<file path="config.mk">
export PLATFORM = sky130hd
export DESIGN_NAME = sipo_deserializer_framed_flat
export DESIGN_NICKNAME = d
export VERILOG_FILES = /design/src/rtl/sipo_deserializer_framed_if.sv /design/src/rtl/sipo_deserializer_framed.sv /design/src/flat_wrapper.sv
export SDC_FILE = /design/constraint.sdc
export NUM_CORES = 1
export LEC_CHECK = 0
export ABC_AREA = 0
export CAP_MARGIN = 20
export CORE_MARGIN = 8
export CORE_UTILIZATION = 45
export DETAILED_ROUTE_END_ITERATION = 7
export GPL_TIMING_DRIVEN = 0
export PLACE_DENSITY = 0.72
export SLEW_MARGIN = 25
export SYNTH_ARGS = -nofsm -noshare
export SYNTH_HDL_FRONTEND = slang
export SYNTH_SLANG_ARGS = --single-unit
</file>
<file path="constraint.sdc">
create_clock -name Clk_In -period 1.76 [get_ports Clk_In]
set_clock_uncertainty 0.05 [all_clocks]
set_input_delay 0.176 -clock Clk_In [delete_from_list [all_inputs] [get_ports Clk_In]]
set_output_delay 0.176 -clock Clk_In [all_outputs]
set_load 0.1 [all_outputs]
</file>
<file path="src/rtl/sipo_deserializer_framed_if.sv">
// Word-side valid/ready bundle for the framed deserializer.
// master = word producer, slave = consumer.
interface sipo_deserializer_framed_if #(
  parameter int WIDTH = 16
);
  logic [WIDTH-1:0] Parallel_Data_Out;
  logic             Data_Valid_Out;
  logic             Data_Ready_In;

  modport master (
    output Parallel_Data_Out,
    output Data_Valid_Out,
    input  Data_Ready_In
  );

  modport slave (
    input  Parallel_Data_Out,
    input  Data_Valid_Out,
    output Data_Ready_In
  );
endinterface

</file>
<file path="src/rtl/sipo_deserializer_framed.sv">
// Framed serial-in/parallel-out deserializer with bit order select,
// one-word holding buffer, valid/ready output and sticky overrun.
module sipo_deserializer_framed #(
  parameter int WIDTH = 16,
  parameter int CNT_W = 5
) (
  input  logic                 Clk_In,
  input  logic                 Reset_In,
  input  logic                 Enable_In,
  input  logic                 Shift_Data_Signal_In,
  input  logic                 Serial_Data_In,
  input  logic                 Msb_First_In,
  input  logic                 Frame_Start_In,
  input  logic                 Overrun_Clear_In,
  sipo_deserializer_framed_if.master out_if,
  output logic                 Overrun_Out,
  output logic [CNT_W-1:0]     Bit_Count_Out
);

  logic [WIDTH-1:0] shift_q, shift_d;
  logic [WIDTH-1:0] word;
  logic [WIDTH-1:0] hold_q;
  logic [CNT_W-1:0] cnt_q, cnt_d;
  logic             valid_q, ovr_q;
  logic             bit_take, frame, complete;
  logic             accept, load;

  always_comb begin
    bit_take = Enable_In & Shift_Data_Signal_In;
    frame    = Enable_In & Frame_Start_In;
    complete = bit_take & ~frame
             & (cnt_q == CNT_W'(WIDTH - 1));
    accept   = valid_q & out_if.Data_Ready_In;
    load     = complete & (~valid_q | accept);
    word     = Msb_First_In
             ? {shift_q[WIDTH-2:0], Serial_Data_In}
             : {Serial_Data_In, shift_q[WIDTH-1:1]};
    shift_d  = shift_q;
    cnt_d    = cnt_q;
    // A strobe on a resync edge is the first bit of the new frame
    if (frame) begin
      cnt_d   = bit_take ? CNT_W'(1) : '0;
      shift_d = '0;
      if (bit_take) begin
        shift_d = Msb_First_In
                ? {{(WIDTH-1){1'b0}}, Serial_Data_In}
                : {Serial_Data_In, {(WIDTH-1){1'b0}}};
      end
    end else if (complete) begin
      cnt_d   = '0;
      shift_d = '0;
    end else if (bit_take) begin
      cnt_d   = cnt_q + CNT_W'(1);
      shift_d = word;
    end
  end

  always_ff @(negedge Clk_In or posedge Reset_In) begin
    if (Reset_In) begin
      shift_q <= '0;
      cnt_q   <= '0;
    end else begin
      shift_q <= shift_d;
      cnt_q   <= cnt_d;
    end
  end

  always_ff @(negedge Clk_In or posedge Reset_In) begin
    if (Reset_In) begin
      hold_q  <= '0;
      valid_q <= 1'b0;
      ovr_q   <= 1'b0;
    end else begin
      if (load) begin
        hold_q  <= word;
        valid_q <= 1'b1;
      end else if (accept) begin
        valid_q <= 1'b0;
      end
      if (complete & valid_q & ~out_if.Data_Ready_In)
        ovr_q <= 1'b1;
      else if (Overrun_Clear_In)
        ovr_q <= 1'b0;
    end
  end

  assign out_if.Parallel_Data_Out = hold_q;
  assign out_if.Data_Valid_Out    = valid_q;
  assign Overrun_Out              = ovr_q;
  assign Bit_Count_Out            = cnt_q;

endmodule

</file>
<file path="src/flat_wrapper.sv">
// flat-port wrapper written by rule: the top's interface ports become plain ports
module sipo_deserializer_framed_flat 
#(
  parameter int WIDTH = 16,
  parameter int CNT_W = 5
)
  (Clk_In, Reset_In, Enable_In, Shift_Data_Signal_In, Serial_Data_In, Msb_First_In, Frame_Start_In, Overrun_Clear_In, Overrun_Out, Bit_Count_Out, out_if_Parallel_Data_Out, out_if_Data_Valid_Out, out_if_Data_Ready_In);
  sipo_deserializer_framed_if #(.WIDTH(WIDTH)) out_if_i ();
  input  logic Clk_In;
  input  logic Reset_In;
  input  logic Enable_In;
  input  logic Shift_Data_Signal_In;
  input  logic Serial_Data_In;
  input  logic Msb_First_In;
  input  logic Frame_Start_In;
  input  logic Overrun_Clear_In;
  output logic Overrun_Out;
  output logic [CNT_W-1:0] Bit_Count_Out;
  output wire logic [$bits(out_if_i.Parallel_Data_Out)-1:0] out_if_Parallel_Data_Out;
  output wire logic [$bits(out_if_i.Data_Valid_Out)-1:0] out_if_Data_Valid_Out;
  input wire logic [$bits(out_if_i.Data_Ready_In)-1:0] out_if_Data_Ready_In;
  assign out_if_Parallel_Data_Out = out_if_i.Parallel_Data_Out;
  assign out_if_Data_Valid_Out = out_if_i.Data_Valid_Out;
  assign out_if_i.Data_Ready_In = out_if_Data_Ready_In;
  sipo_deserializer_framed #(.WIDTH(WIDTH), .CNT_W(CNT_W)) u_core (.Clk_In(Clk_In), .Reset_In(Reset_In), .Enable_In(Enable_In), .Shift_Data_Signal_In(Shift_Data_Signal_In), .Serial_Data_In(Serial_Data_In), .Msb_First_In(Msb_First_In), .Frame_Start_In(Frame_Start_In), .Overrun_Clear_In(Overrun_Clear_In), .out_if(out_if_i), .Overrun_Out(Overrun_Out), .Bit_Count_Out(Bit_Count_Out));
endmodule
</file>
==> results of run 1 <==
==> cell usage after synthesis, types with 2 or more instances <==
cell                       count  area share
sky130_fd_sc_hd__a22oi_1       2      0.0084
sky130_fd_sc_hd__dfrtn_1      39        0.55
sky130_fd_sc_hd__mux2_4        7       0.059
sky130_fd_sc_hd__o21ai_0       5       0.014
sky130_fd_sc_hd__mux2i_1       7       0.039
sky130_fd_sc_hd__mux2_2       19        0.12
sky130_fd_sc_hd__a32o_1       15       0.085
sky130_fd_sc_hd__nand2_1       7       0.015
sky130_fd_sc_hd__clkbuf_1      3      0.0063
sky130_fd_sc_hd__inv_1         7       0.015
sky130_fd_sc_hd__buf_2         4       0.011
==> routing by layer <==
metal  GRT usage  vias up  wire length, um
met2       0.258       36             2590
met5           0        -                0
met1       0.175      723             1960
met4      0.0722        0               64
li1            -      621                -
met3      0.0429        9              260
==> power groups by stage <==
| stage | logic, mW | clock network [mW] | registers, mW |
|---|---|---|---|
| 2_1_floorplan | 0.0690 | 0 | 0.989 |
| 3_3_place_gp | 0.168 | 0 | 0.941 |
| 3_5_place_dp | 0.172 | 0 | 0.942 |
| 4_1_cts | 0.234 | 0.893 | 0.925 |
| 5_1_grt | 0.279 | 0.937 | 0.930 |
| 6_report | 0.265 | 0.892 | 0.929 |
==> cell families (layout without fill, tap and decap cells) <==
logic type,count (synthesis),in the layout,synth area share
AO/OA/AOI/OAI,27,27,0.127
XOR/XNOR,1,1,0.00493
adder cells (fa/ha/maj),1,1,0.00704
buffers and inverters,16,81,0.0472
flip-flops,39,39,0.549
multiplexers,33,33,0.219
AND/OR/NAND/NOR,14,14,0.0451
==> cell usage in the layout, fill, tap and decap left out, types with 2 or more instances in the layout <==
| cell type | count |
|---|---|
| sky130_fd_sc_hd__a22oi_2 | 2 |
| sky130_fd_sc_hd__a32o_1 | 15 |
| sky130_fd_sc_hd__buf_12 | 27 |
| sky130_fd_sc_hd__buf_4 | 21 |
| sky130_fd_sc_hd__buf_6 | 8 |
| sky130_fd_sc_hd__buf_8 | 2 |
| sky130_fd_sc_hd__bufinv_16 | 2 |
| sky130_fd_sc_hd__clkbuf_8 | 5 |
| sky130_fd_sc_hd__clkdlybuf4s50_1 | 2 |
| sky130_fd_sc_hd__clkinvlp_4 | 2 |
| sky130_fd_sc_hd__dfrtn_1 | 39 |
| sky130_fd_sc_hd__inv_1 | 6 |
| sky130_fd_sc_hd__mux2_2 | 8 |
| sky130_fd_sc_hd__mux2_4 | 18 |
| sky130_fd_sc_hd__mux2i_1 | 5 |
| sky130_fd_sc_hd__mux2i_4 | 2 |
| sky130_fd_sc_hd__nand2_1 | 6 |
| sky130_fd_sc_hd__o21ai_0 | 3 |
==> sequential cells by signal, indices dropped and copies added (netlist names) <==
name                             flops
u_core.Bit_Count_Out                 5
u_core.Overrun_Out                   1
u_core.out_if.Data_Valid_Out         1
u_core.out_if.Parallel_Data_Out     16
u_core.shift_q                      16
==> per-stage QoR <==
| step | instances | hold WS [ps] |
|---|---|---|
| floorplan | 131 | 355 |
| global placement | 211 | 374 |
| detailed placement | 211 | 382 |
| CTS | 242 | 394 |
| global route | 246 | 429 |
| finish | 246 | 412 |
==> final timing paths <==
path	from	end	slack, ps	depth (start not counted)
max in group asynchronous	Reset_In	u_core.Bit_Count_Out[1]	220	2
min	u_core.shift_q[12]	u_core.shift_q[12]	410	1
min reg2reg	u_core.shift_q[12]	u_core.shift_q[12]	410	1
min in group asynchronous	Reset_In	u_core.shift_q[6]	1090	2
max	u_core.Bit_Count_Out[0]	Bit_Count_Out[0]	-360	1
max reg2reg	u_core.Bit_Count_Out[0]	u_core.out_if.Parallel_Data_Out[2]	-290	7
==> cell type report <==
| class | instances | share of cell area |
|---|---|---|
| Inverter | 7 | 0.0102 |
| Tap cell | 50 | 0.0213 |
| Clock inverter | 2 | 0.0204 |
| Timing Repair Buffer | 59 | 0.280 |
| Sequential cell | 39 | 0.332 |
| Buffer | 6 | 0.0247 |
| Multi-Input combinational cell | 76 | 0.284 |
| Clock buffer | 6 | 0.0247 |
| Timing Repair inverter | 1 | 0.00256 |
==> timing repair <==
| action | 4_1_cts | 5_1_grt |
|---|---|---|
| buffers inserted | 23 | 6 |
| pin swaps | 10 | 8 |
| setup endpoints to repair | 62 | 94 |
| gates resized for setup | 259 | 22 |
| cloned | 1 | 1 |
==> flow_summary.yaml, run 1 <==
clocking:
  clk_root_buffer_cell: "sky130_fd_sc_hd__clkbuf_8"
  clk-insertion-delay-late_ps: 300
  ctsHtreeMaxLevel: 2
  number_of_buffers_inserted_by_hold_repair_at_cts: 0
  number_of_buffers_inserted_during_clock_tree_synthesis: 5
  worst_setup_hold_path_clk_slew_ps: 50
  tritoncts: "built"
  cts_sinks: 39
  clock_path_buffers: 2
timing:
  worst-slew-pin-transition_ps: 470
  rsz_0062_raised_after_global_routing: "true"
  final.setup.worst_slack_ps: -361
  hold_fails_final_rpt: 0
  max-slew-margin-rel: 0.686
  slew_viol_final: 0
  setup_tns_ps: -11130
  final-setup-viol-count: 45
logic_synthesis:
  postSynth.topFlopCell: "sky130_fd_sc_hd__dfrtn_1"
  post_synth_num_cell_types: 27
  synth-edff-count: 0
  netlist_instances: 131
  yosys_register_bits: 39
  synth_sequential_area_ratio: 0.549
  postSynth.asyncResetShare: 1.00
  yosys_warnings: 0
  synth_area_per_cell_um2: 13.6
  synth_area_um2: 1780
  post_syn_nets: 141
power_and_ir_drop:
  power_density_nw_per_um2: 710
  p_switching_uw: 487
  power.switching_fraction: 0.233
  ir_worst_vdd_mv: 0.693
  power.sequential.fraction: 0.445
  static-leakage-power_nw: 1.36
  combPwrFrac: 0.127
  internal-power_mw: 1.60
  report.power.total_mw: 2.09
  pwr-share-clk: 0.428
layout:
  reg_area_um2: 976
  finalCoreUtilization: 0.756
  design.final.nets: 205
  antenna_cells_inserted: 0
  syn2layout_area_growth_pct: 65.4
  multi_input_comb_area_um2: 835
  stdcell_area_um2: 2940
  final.fill_count: 217
  drive_above_1_share: 0.546
routing:
  totalWireLength_um: 4880
  detailedRoute.firstPassIterationCount: 4
  post-route-drc-count: 0
  drtAntennaViolNets: 0
  vias_per_cell: 5.65
  drt-initial-drc-count: 106
  wl_per_cell_um: 19.8
  via_count: 1389
setup_path:
  critPathKind: "reg2out"
  worst_path_largest_cell_delay_ps: 510
  critical_path.n_buffers_inverters: 1
  startpoint_type: "register"
  critical_path.cell_chain: "buf_12"
  worst_path_max_delay_cell: "sky130_fd_sc_hd__dfrtn_1"
  path_max_fanout: 2
  setup.worst_path.end_class: "output pin"
  worst_path_dominant_cell_family: "flip-flops"
  timing.critical_path.required_ps: 1530
  crit_arrival_ps: 1890
floorplanning:
  vertical_die_dimension_um: 78.8
  floorplan.io_pins: 32
  dieWidth_um: 78.8
  core.rowCount: 23
  floorplan.core_area_um2: 3880
  initial_core_utilization: 0.457
  die_area_um2: 6210
flow_run:
  maxCapViolCount: 0
global_route:
  total_grt_overflow: 0
  wire_length_of_the_first_global_routing_pass_um: 7370
  maximum_number_of_pins_on_one_net_before_global_route_repair: 40
  via_count_of_the_first_global_routing_pass: 1433
  antenna_found_initial: 0
  groute.usage.overall: 0.153
place:
  placed_cell_area_um2: 2160
  detailed_place_hpwl_um: 2720
  quantity_of_i_o_buffers_inserted_on_ports: 30
  globalplace.congestion: 0.769
  place_ws_ps: -1060
status:
  status: "finished with violations"
  violated_checks: "negative setup slack"
worst_hold_path:
  min_path_type: "reg2reg"
Power figures use the tool's default switching activity.
==> inputs of run 2 (changes only) <==
--- a/config.mk
+++ b/config.mk
@@ -8,10 +8,10 @@
 export ABC_AREA = 0
 export CAP_MARGIN = 20
 export CORE_MARGIN = 8
-export CORE_UTILIZATION = 45
+export CORE_UTILIZATION = 46
 export DETAILED_ROUTE_END_ITERATION = 7
 export GPL_TIMING_DRIVEN = 0
-export PLACE_DENSITY = 0.72
+export PLACE_DENSITY = 0.73
 export SLEW_MARGIN = 25
 export SYNTH_ARGS = -nofsm -noshare
 export SYNTH_HDL_FRONTEND = slang
==> run 2 against run 1 <==
Against the previous run:
- the run still ends with negative setup slack left
- global-route usage decreased by 1.1 points
- wire length decreased by 7.4%
- design area decreased by 2.5%
- first-iteration DRC count decreased by 32%
- combinational power decreased by 6%
- clock power decreased by 39%
- count of clock-buffer cells in the layout unchanged
- via count decreased by 3.6%
- non-clock buffer count decreased by 4
==> flow_summary.yaml, run 2 (synthesis gave the netlist of run 1 again) <==
setup_path:
  critical_path.cell_chain: "buf_12"
  crit_arrival_ps: 1890
  worst_path_largest_cell_delay_ps: 510
  startpoint_type: "register"
  path_max_fanout: 3
  critical_path.n_buffers_inverters: 1
  critPathKind: "reg2out"
  setup.worst_path.end_class: "output pin"
  worst_path_max_delay_cell: "sky130_fd_sc_hd__dfrtn_1"
  worst_path_dominant_cell_family: "flip-flops"
  worst_setup_path_startpoint: "u_core.Bit_Count_Out[0]"
  timing.critical_path.required_ps: 1530
  r2r-start: "u_core.Bit_Count_Out[0]"
place:
  placed_cell_area_um2: 2150
  globalplace.congestion: 0.844
  quantity_of_i_o_buffers_inserted_on_ports: 30
  place_ws_ps: -1040
  detailed_place_hpwl_um: 2640
timing:
  setup_tns_ps: -10480
  hold_fails_final_rpt: 0
  slew_viol_final: 0
  final.setup.worst_slack_ps: -356
  rsz_0062_raised_after_global_routing: "true"
  final-setup-viol-count: 51
  max-slew-margin-rel: 0.698
  worst-slew-pin-transition_ps: 452
routing:
  vias_per_cell: 5.63
  detailedRoute.firstPassIterationCount: 4
  post-route-drc-count: 0
  drt-initial-drc-count: 72
  wl_per_cell_um: 19.0
  totalWireLength_um: 4520
  via_count: 1339
  drtAntennaViolNets: 0
floorplanning:
  initial_core_utilization: 0.482
  vertical_die_dimension_um: 78.2
  floorplan.io_pins: 32
  floorplan.core_area_um2: 3690
  die_area_um2: 6110
  dieWidth_um: 78.2
  core.rowCount: 22
power_and_ir_drop:
  static-leakage-power_nw: 1.32
  power_density_nw_per_um2: 602
  combPwrFrac: 0.145
  internal-power_mw: 1.29
  power.sequential.fraction: 0.539
  ir_worst_vdd_mv: 0.526
  report.power.total_mw: 1.72
  power.switching_fraction: 0.252
  pwr-share-clk: 0.316
  p_switching_uw: 435
layout:
  final_cell_mix: "39 x sky130_fd_sc_hd__dfrtn_1, 30 x sky130_fd_sc_hd__buf_12, 18 x sky130_fd_sc_hd__mux2_4, 14 x sky130_fd_sc_hd__buf_4, 14 x sky130_fd_sc_hd__a32o_1"
  syn2layout_area_growth_pct: 61.2
  design.final.nets: 201
  antenna_cells_inserted: 0
  final.fill_count: 218
  drive_above_1_share: 0.526
  layout_commonest_cell: "sky130_fd_sc_hd__dfrtn_1"
  stdcell_area_um2: 2860
flow_run:
  maxCapViolCount: 0
global_route:
  antenna_found_initial: 0
  total_grt_overflow: 0
  groute.usage.overall: 0.142
  maximum_number_of_pins_on_one_net_before_global_route_repair: 40
  via_count_of_the_first_global_routing_pass: 1403
  wire_length_of_the_first_global_routing_pass_um: 6960
clocking:
  ctsHtreeMaxLevel: 2
  tritoncts: "built"
  worst_setup_hold_path_clk_slew_ps: 50
  clock_path_buffers: 2
  clk-insertion-delay-late_ps: 290
  clk_root_buffer_cell: "sky130_fd_sc_hd__clkbuf_8"
  cts_sinks: 39
  number_of_buffers_inserted_during_clock_tree_synthesis: 5
worst_hold_path:
  min_path_type: "reg2reg"
  worst_hold_startpoint: "u_core.shift_q[0]"
status:
  violated_checks: "negative setup slack"
  status: "finished with violations"
run 2: cell count changes in the layout (fill, tap and decap cells not counted), sizes merged:
cell	change
clkdlybuf4s15	-1
buf	-5
bufinv	-2
clkbuf	+2
run 2: per-stage QoR:
stage	util	hold WS, ps	instances
6_report	0.776	413	238
4_1_cts	0.753	399	235
3_3_place_gp	0.584	374	209
3_5_place_dp	0.584	393	209
2_1_floorplan	-	355	131
5_1_grt	0.776	422	238
run 2: layer usage:
metal | GRT usage | up-vias | wire, um
met5 | 0 | - | 0
li1 | - | 609 | -
met4 | 0.0444 | 0 | 52
met3 | 0.0490 | 6 | 263
met1 | 0.161 | 679 | 1840
met2 | 0.244 | 45 | 2360
run 2: worst min-delay path, stage by stage (launching register included):
cell	delay [ps]
sky130_fd_sc_hd__dfrtn_1	410
sky130_fd_sc_hd__nand2_1	60
sky130_fd_sc_hd__o21ai_1	70
run 2: worst paths after layout:
| check | to | slack, ps | cells after the start |
|---|---|---|---|
| min in group asynchronous | u_core.Bit_Count_Out[0] | 1070 | 2 |
| hold reg to reg | u_core.shift_q[0] | 410 | 2 |
| max in group asynchronous | u_core.shift_q[13] | 270 | 2 |
| setup / recovery | Bit_Count_Out[0] | -360 | 1 |
| setup reg to reg | u_core.out_if.Parallel_Data_Out[3] | -300 | 6 |
| hold / removal | u_core.shift_q[0] | 410 | 2 |
run 2: final cells by class:
cell class,count,area (um^2),area share
plain buffers,8,105,0.0367
clock buffers,6,72.6,0.0253
inverters,7,30.0,0.0105
multi-input cells,76,816,0.285
flip-flops and latches,39,976,0.341
well taps,48,60.1,0.0210
repair buffers,53,797,0.278
repair inverters,1,7.51,0.00262
run 2: power by group through the flow:
stage | Clock [mW] | Combinational [mW] | Sequential, mW
after floorplan | 0 | 0.0690 | 0.989
after global placement | 0 | 0.168 | 0.941
final | 0.545 | 0.250 | 0.929
after CTS | 0.559 | 0.217 | 0.927
after global routing | 0.589 | 0.263 | 0.930
after detailed placement | 0 | 0.171 | 0.942
run 2: repair_timing:
item                                   4_1_cts  5_1_grt
setup endpoints to repair                   61       95
gates cloned                                 1        3
buffers inserted                            19        2
hold buffers                                 0        0
pin swaps                                    3        2
resized for setup                          251       32
endpoints found under the hold margin        0        0
==> inputs of run 3 (changes only) <==
--- a/config.mk
+++ b/config.mk
@@ -6,12 +6,14 @@
 export NUM_CORES = 1
 export LEC_CHECK = 0
 export ABC_AREA = 0
+export ABC_CLOCK_PERIOD_IN_PS = 1760
 export CAP_MARGIN = 20
 export CORE_MARGIN = 8
 export CORE_UTILIZATION = 46
 export DETAILED_ROUTE_END_ITERATION = 7
 export GPL_TIMING_DRIVEN = 0
 export PLACE_DENSITY = 0.73
+export SETUP_SLACK_MARGIN = 0.05
 export SLEW_MARGIN = 25
 export SYNTH_ARGS = -nofsm -noshare
 export SYNTH_HDL_FRONTEND = slang
==> run 3 against run 2 <==
Against the previous run:
- the flow still finishes with violations (negative setup slack)
- sequential cell count did not move
- wire length grew 8.7%
- hold slack improved by 5.9 ps
- largest cell class unchanged
- critical path depth stayed put
- first-iteration DRC count increased by 18%
- final cell count unchanged
- register-to-register slack got worse by 50 ps
- count of clock-buffer cells in the layout stayed put
- worst setup slack worse by 14 ps
- non-clock buffer count unchanged
==> flow_summary.yaml, run 3 (synthesis gave the netlist of run 1 again) <==
status:
  violated_checks: "negative setup slack"
  status: "finished with violations"
flow_run:
  maxCapViolCount: 0
layout:
  final.fill_count: 210
  final_cell_mix: "39 x sky130_fd_sc_hd__dfrtn_1, 30 x sky130_fd_sc_hd__buf_12, 18 x sky130_fd_sc_hd__mux2_4, 14 x sky130_fd_sc_hd__a32o_1, 14 x sky130_fd_sc_hd__buf_4"
  layout_commonest_cell: "sky130_fd_sc_hd__dfrtn_1"
  finalCoreUtilization: 0.784
  drive_above_1_share: 0.547
  syn2layout_area_growth_pct: 62.8
  design.final.nets: 201
  antenna_cells_inserted: 0
floorplanning:
  die_area_um2: 6110
  core.rowCount: 22
  dieWidth_um: 78.2
  vertical_die_dimension_um: 78.2
  initial_core_utilization: 0.482
  floorplan.core_area_um2: 3690
  floorplan.io_pins: 32
setup_path:
  timing.critical_path.required_ps: 1530
  critPathKind: "reg2out"
  critical_path.cell_chain: "buf_12"
  startpoint_type: "register"
  setup.worst_path.end_class: "output pin"
  worst_path_dominant_cell_family: "flip-flops"
  path_max_fanout: 3
  crit_arrival_ps: 1900
  worst_path_max_delay_cell: "sky130_fd_sc_hd__dfrtn_1"
  worst_path_largest_cell_delay_ps: 520
  critical_path.n_buffers_inverters: 1
worst_hold_path:
  min_path_type: "reg2reg"
clocking:
  clock_path_buffers: 2
  tritoncts: "built"
  ctsHtreeMaxLevel: 2
  worst_setup_hold_path_clk_slew_ps: 50
  number_of_buffers_inserted_by_hold_repair_at_cts: 0
  clk_root_buffer_cell: "sky130_fd_sc_hd__clkbuf_8"
  clk-insertion-delay-late_ps: 290
  number_of_buffers_inserted_during_clock_tree_synthesis: 5
  cts_sinks: 39
routing:
  detailedRoute.firstPassIterationCount: 4
  vias_per_cell: 5.71
  totalWireLength_um: 4920
  via_count: 1358
  drtAntennaViolNets: 0
  drt-initial-drc-count: 85
  post-route-drc-count: 0
  wl_per_cell_um: 20.7
global_route:
  grt_use_met1: 0.171
  groute.usage.overall: 0.151
  maximum_number_of_pins_on_one_net_before_global_route_repair: 21
  global_route.peak_usage_layer: "met2"
  antenna_found_initial: 0
  wire_length_of_the_first_global_routing_pass_um: 7400
  gr-usage-met2: 0.267
  via_count_of_the_first_global_routing_pass: 1449
  use_met3: 0.0456
  total_grt_overflow: 0
timing:
  slew_viol_final: 0
  setup_tns_ps: -11340
  final.setup.worst_slack_ps: -370
  max-slew-margin-rel: 0.708
  hold-worst-slack_ps: 419
  hold_fails_final_rpt: 0
  final-setup-viol-count: 54
  worst-slew-pin-transition_ps: 438
  rsz_0062_raised_after_global_routing: "true"
power_and_ir_drop:
  static-leakage-power_nw: 1.33
  power_density_nw_per_um2: 600
  ir_worst_vdd_mv: 0.618
place:
  quantity_of_i_o_buffers_inserted_on_ports: 30
  detailed_place_hpwl_um: 2640
  globalplace.congestion: 0.844
run 3: cell types whose count changed in the layout (fill, tap and decap cells not counted), moves of 2 or more:
cell,previous run,this run
sky130_fd_sc_hd__o21ai_2,0,3
sky130_fd_sc_hd__a22oi_2,0,2
sky130_fd_sc_hd__o21ai_1,4,2
sky130_fd_sc_hd__a22oi_1,2,0
sky130_fd_sc_hd__buf_6,6,4
run 3: where the power goes:
part	leakage [nW]	total [mW]	switching, mW	internal (mW)
Combinational	0.766	0.260	0.145	0.115
Sequential	0.526	0.931	0.0169	0.914
Clock	0.0371	0.546	0.282	0.264
Total	1.33	1.74	0.444	1.29
run 3: worst paths after layout:
path | slack (ps) | startpoint | to | cells after the start
setup / recovery | -370 | u_core.Bit_Count_Out[0] | Bit_Count_Out[0] | 1
hold / removal | 420 | u_core.shift_q[12] | u_core.shift_q[12] | 1
setup reg to reg | -350 | u_core.Bit_Count_Out[0] | u_core.out_if.Parallel_Data_Out[3] | 6
hold reg to reg | 420 | u_core.shift_q[12] | u_core.shift_q[12] | 1
max in group asynchronous | 270 | Reset_In | u_core.out_if.Parallel_Data_Out[9] | 2
min in group asynchronous | 1080 | Reset_In | u_core.shift_q[5] | 2
run 3: layer usage:
metal	vias to the layer above	wire length (um)
met5	-	0
met4	0	32
met3	2	281
met2	44	2670
met1	705	1930
li1	607	-
run 3: area by class of cell:
class,instances,area (um^2),share of cell area
repair inverters,1,7.51,0.00260
well taps,48,60.1,0.0208
plain buffers,7,87.6,0.0303
clock buffers,6,72.6,0.0251
repair buffers,54,826,0.285
flip-flops and latches,39,976,0.337
multi-input cells,76,833,0.288
inverters,7,30.0,0.0104
run 3: stage by stage:
| stage | setup WS, ps | power, mW | instances | instance area (um^2) |
|---|---|---|---|---|
| 2_1_floorplan | -768 | 1.06 | 131 | 1790 |
| 3_3_place_gp | -1030 | 1.11 | 209 | 2150 |
| 3_5_place_dp | -1040 | 1.11 | 209 | 2150 |
| 4_1_cts | -352 | 1.72 | 238 | 2830 |
| 5_1_grt | -366 | 1.79 | 238 | 2890 |
| 6_report | -370 | 1.74 | 238 | 2890 |
run 3: what timing repair did:
item / 4_1_cts / 5_1_grt
gates cloned: 3 / 1
buffers inserted: 20 / 2
setup endpoints to repair: 101 / 60
pin swaps: 3 / 4
gates resized for setup: 256 / 30
==> RTL edit 1, RTL diff (settings of run 3) <==
`CNT_W` is set to 5 in 2 places; all go to 4.
--- a/src/rtl/sipo_deserializer_framed.sv
+++ b/src/rtl/sipo_deserializer_framed.sv
@@ -4,3 +4,3 @@
   parameter int WIDTH = 16,
-  parameter int CNT_W = 5
+  parameter int CNT_W = 4
 ) (
--- a/src/flat_wrapper.sv
+++ b/src/flat_wrapper.sv
@@ -4,3 +4,3 @@
   parameter int WIDTH = 16,
-  parameter int CNT_W = 5
+  parameter int CNT_W = 4
 )
Ports: changed (resized Bit_Count_Out); port bits go from 32 to 31. The function was not compared with the original's and may differ.
==> RTL edit 1 against run 3 <==
The flow still finishes with violations (setup timing). Area after synthesis increased by 0.56%. Total power is 11% higher. Wire length fell by 2.2%. Setup slack gained 0.025 ns. Die area increased by 0.45%. Design area down 2.7%. Core utilization down 2.1 points. Global-route usage grew 0.47 points. Sequential cell count fell by 1. Critical path type is now in2reg. Largest power group unchanged.
==> RTL edit 1: results (changes against run 3) <==
* First-pass GRT wire length at 7.67 mm (+3.7%)
* Mux share of post-synthesis cell area at 20.7% (-1.2 points)
* Violation count after the first detailed-route iteration at 106 (+25%)
* HP Start: u_core.shift_q[10]
* Wire length per cell at 19.7 um (-4.6%)
* Final hold slack at 0.412 ns (-0.00688 ns)
* Area contributors post-synth: dfrtn_1, mux2_2, mux2_4, a32o_1, o21ai_0
* Share of layout cells above drive strength 1 at 54.1% (-0.66 points)
* Worst Setup EP: u_core.out_if.Parallel_Data_Out[9]
* GRT Overall Usage at 15.6% (+0.47 points)
* Critical path's top delay family: buffers and inverters
* Worst VDD drop at 530 uV (-14%)
* Layout Nets at 205 (+2.0%)
* Synth cell types at 30 (+11%)
* Seq pwr at 922 uW (-1%)
* Largest net degree at the start of global routing at 20 (-4.8%)
* Setup ws final at -0.345 ns (+0.0251 ns)
* Mean Syn Cell Area at 13.4 um^2 (-0.95%)
* Clock group power at 614 uW (+12%)
* Top cells by instance count after synthesis: dfrtn_1, mux2_2, a32o_1, mux2_4
* Status: complete, but fails checks
* Total Neg Setup Slack at -12.59 ns (-1.25 ns)
* Count of final setup violators at 54 (unchanged)
* Worst Hold End: u_core.shift_q[10]
* Synth Area in XOR/XNOR at 0% (-0.49 points)
* PnR Total Power at 1920 uW (+11%)
* Pre-CTS setup slack at -1.34 ns (-0.293 ns)
* Synth Area in Adders at 0.700% (-0.0039 points)
* HPWL Detailed at 2.78 mm (+5.4%)
* Worst stage delay on the critical path at 0.29 ns (-0.23 ns)
* Final GP Congestion at 0.789 (-6.5%)
* P_leak at 0.00132 uW (-0.71%)
* Failing checks: setup timing
* Vias in the first global route at 1467 (+1.2%)
* DP Area at 2180 um^2 (+1.1%)
* Slew HR at 71.5% (+0.76 points)
## RTL edit 1: final cells by class
| class | instances | area (um^2) | area share, % |
|---|---|---|---|
| sequential | 38 | 951 | 33.8 |
| multi-input combinational | 79 | 845 | 30.0 |
| timing repair buffer | 55 | 729 | 25.9 |
| buffer | 7 | 96.3 | 3.42 |
| clock buffer | 7 | 86.3 | 3.07 |
| tap | 48 | 60.1 | 2.13 |
| inverter | 8 | 33.8 | 1.20 |
| timing repair inverter | 1 | 7.51 | 0.267 |
| clock inverter | 1 | 5.00 | 0.178 |
## RTL edit 1: per-layer routing
metal  wire [um]  global-route usage (%)
met1        2020                    18.2
met2        2530                    26.4
met3         202                    5.47
met4          54                    4.07
met5           0                       0
## RTL edit 1: timing repair
action | in CTS | in global routing
pin swaps | 2 | 3
resized for setup | 237 | 6
endpoints found under the hold margin | 0 | 0
hold buffers | 0 | 0
endpoints found under the setup margin | 98 | 58
cloned | 1 | 0
setup buffers | 22 | 5
==> RTL edit 2, RTL diff (config.mk and constraints of run 3) <==
Made on the original files. Compare `cnt_q` against `CNT_W'(WIDTH - 1)` with >= in place of ==.
--- a/src/rtl/sipo_deserializer_framed.sv
+++ b/src/rtl/sipo_deserializer_framed.sv
@@ -31,3 +31,3 @@
     complete = bit_take & ~frame
-             & (cnt_q == CNT_W'(WIDTH - 1));
+             & (cnt_q >= CNT_W'(WIDTH - 1));
     accept   = valid_q & out_if.Data_Ready_In;
Check against the original RTL: no difference found for any inputs over 10 cycles, from zero or initial values and one cycle with Reset_In high; that may be too few to reach the edited logic, so the function may still have changed.
==> RTL edit 2 against run 3 <==
The run still ends with setup timing left. Count of clock-buffer cells in the layout did not move. Global-route usage rose by 1.2 points. Total power rose by 20%. Sequential share of layout area fell by 1.8 points. Area after synthesis rose by 2.2%. Setup slack got worse by 0.054 ns. Sequential cell count did not move. Design area rose by 5.7%. Synthesized cell count rose by 14%. Wire length rose by 4.6%. First-iteration DRC count fell by 35%. Highest routed layer unchanged.
==> RTL edit 2: results (changes against run 3) <==
* Total Neg Setup Slack at -14.68 ns (-3.34 ns)
* Hold path depth at 2 (+1)
* Wire length per cell at 19.2 um (-7.1%)
* Initial antenna violation count at 0 (unchanged)
* Vias in the first global route at 1559 (+7.6%)
* Diode count at 0 (unchanged)
* Violation count after the first detailed-route iteration at 55 (-35%)
* Failing checks: setup timing
* CP Max Fanout at 6 (+3)
* Worst VDD drop at 518 uV (-16%)
* Status: complete, but fails checks
* Layout Nets at 228 (+13%)
* Top cells by instance count after synthesis: dfrtn_1, mux2_2, mux2i_1, nand2_1
* Synth Area in XOR/XNOR at 0% (-0.49 points)
* Count of final setup violators at 51 (-5.6%)
* Mapped Nets at 160 (+13%)
* Compound-Gate Fraction of Synth Area at 11.4% (-1.3 points)
* DP Area at 2220 um^2 (+3.0%)
* Cells after Synth at 149 (+14%)
* GRT Overall Usage at 16.3% (+1.2 points)
* Seq/Total Area, Yosys at 53.8% (-1.2 points)
* Area contributors post-synth: dfrtn_1, mux2_2, mux2i_1, a22o_1, mux2_4
* Setup ws final at -0.424 ns (-0.0539 ns)
* Reg clk slew, reported paths at 0.05 ns (about the same)
* IO buf count at 31 (+3.3%)
* TritonCTS buffer count at 5 (unchanged)
* Largest net degree at the start of global routing at 21 (unchanged)
* First-pass GRT wire length at 7.91 mm (+6.9%)
* Synth Area in Adders at 1.38% (+0.67 points)
* Mux share of post-synthesis cell area at 19.8% (-2.1 points)
* HPWL Detailed at 2.79 mm (+5.8%)
* Worst-Margin Slew at 0.456 ns (+0.0183 ns)
* P_leak at 0.00140 uW (+5.1%)
* Via count at 1500 (+10%)
* Pre-CTS setup slack at -1.22 ns (-0.178 ns)
* Hold Path Class: reg2reg
* Synth cell types at 36 (+33%)
* Filler instances at 245 (+17%)
* Share of layout cells above drive strength 1 at 52.8% (-2.0 points)
* Register-to-Register Path Depth at 8 (+2)
* Vias per Instance at 5.60 (-1.9%)
* Final GP Congestion at 0.776 (-8.0%)
* DRT Pass-1 Iters at 4 (unchanged)
[RTL edit 2: area by class of cell]
cell class,instances,area (um^2),area share (%)
plain buffers,6,75.1,2.46
flip-flops and latches,39,976,31.9
multi-input cells,93,946,30.9
clock buffers,6,72.6,2.37
clock inverters,2,60.1,1.96
well taps,50,62.6,2.05
inverters,11,45.0,1.47
repair inverters,1,7.51,0.246
repair buffers,60,812,26.6
[RTL edit 2: per-layer routing]
layer / up-vias / share of wire [%] / global-route usage [%]
met5: - / 0 / 0
met4: 0 / 1.8 / 8.52
met3: 10 / 5.3 / 5.42
met2: 43 / 54 / 27.3
met1: 772 / 39 / 17.9
li1: 675 / - / -
[RTL edit 2: critical path: stages (launching register included)]
cell	delay [ns]
dfrtn_1	0.40
ha_2	0.21
and3_4	0.16
ha_4	0.15
or2_4	0.24
o211a_1	0.24
buf_6	0.14
buf_12	0.14
mux2_4	0.30
[RTL edit 2: report_power, final]
group          internal [uW]  switching (uW)
registers                914            16.0
clock network            567             309
logic                    118             156
total                   1600             480
[RTL edit 2: worst paths after layout]
check,start,endpoint,slack (ns)
worst max-delay path,u_core.Bit_Count_Out[0],u_core.out_if.Parallel_Data_Out[15],-0.42
worst min-delay path,u_core.shift_q[0],u_core.shift_q[0],0.42
worst max register to register,u_core.Bit_Count_Out[0],u_core.out_if.Parallel_Data_Out[15],-0.42
worst min register to register,u_core.shift_q[0],u_core.shift_q[0],0.42
max in group asynchronous,Reset_In,u_core.shift_q[5],0.28
min in group asynchronous,Reset_In,u_core.out_if.Parallel_Data_Out[1],1.05
[RTL edit 2: repair_timing]
item | 4_1_cts | 5_1_grt
hold buffers | 0 | 0
pin swaps | 12 | 19
setup endpoints to repair | 101 | 62
setup buffers | 23 | 6
resized for setup | 259 | 23
cloned | 2 | 0
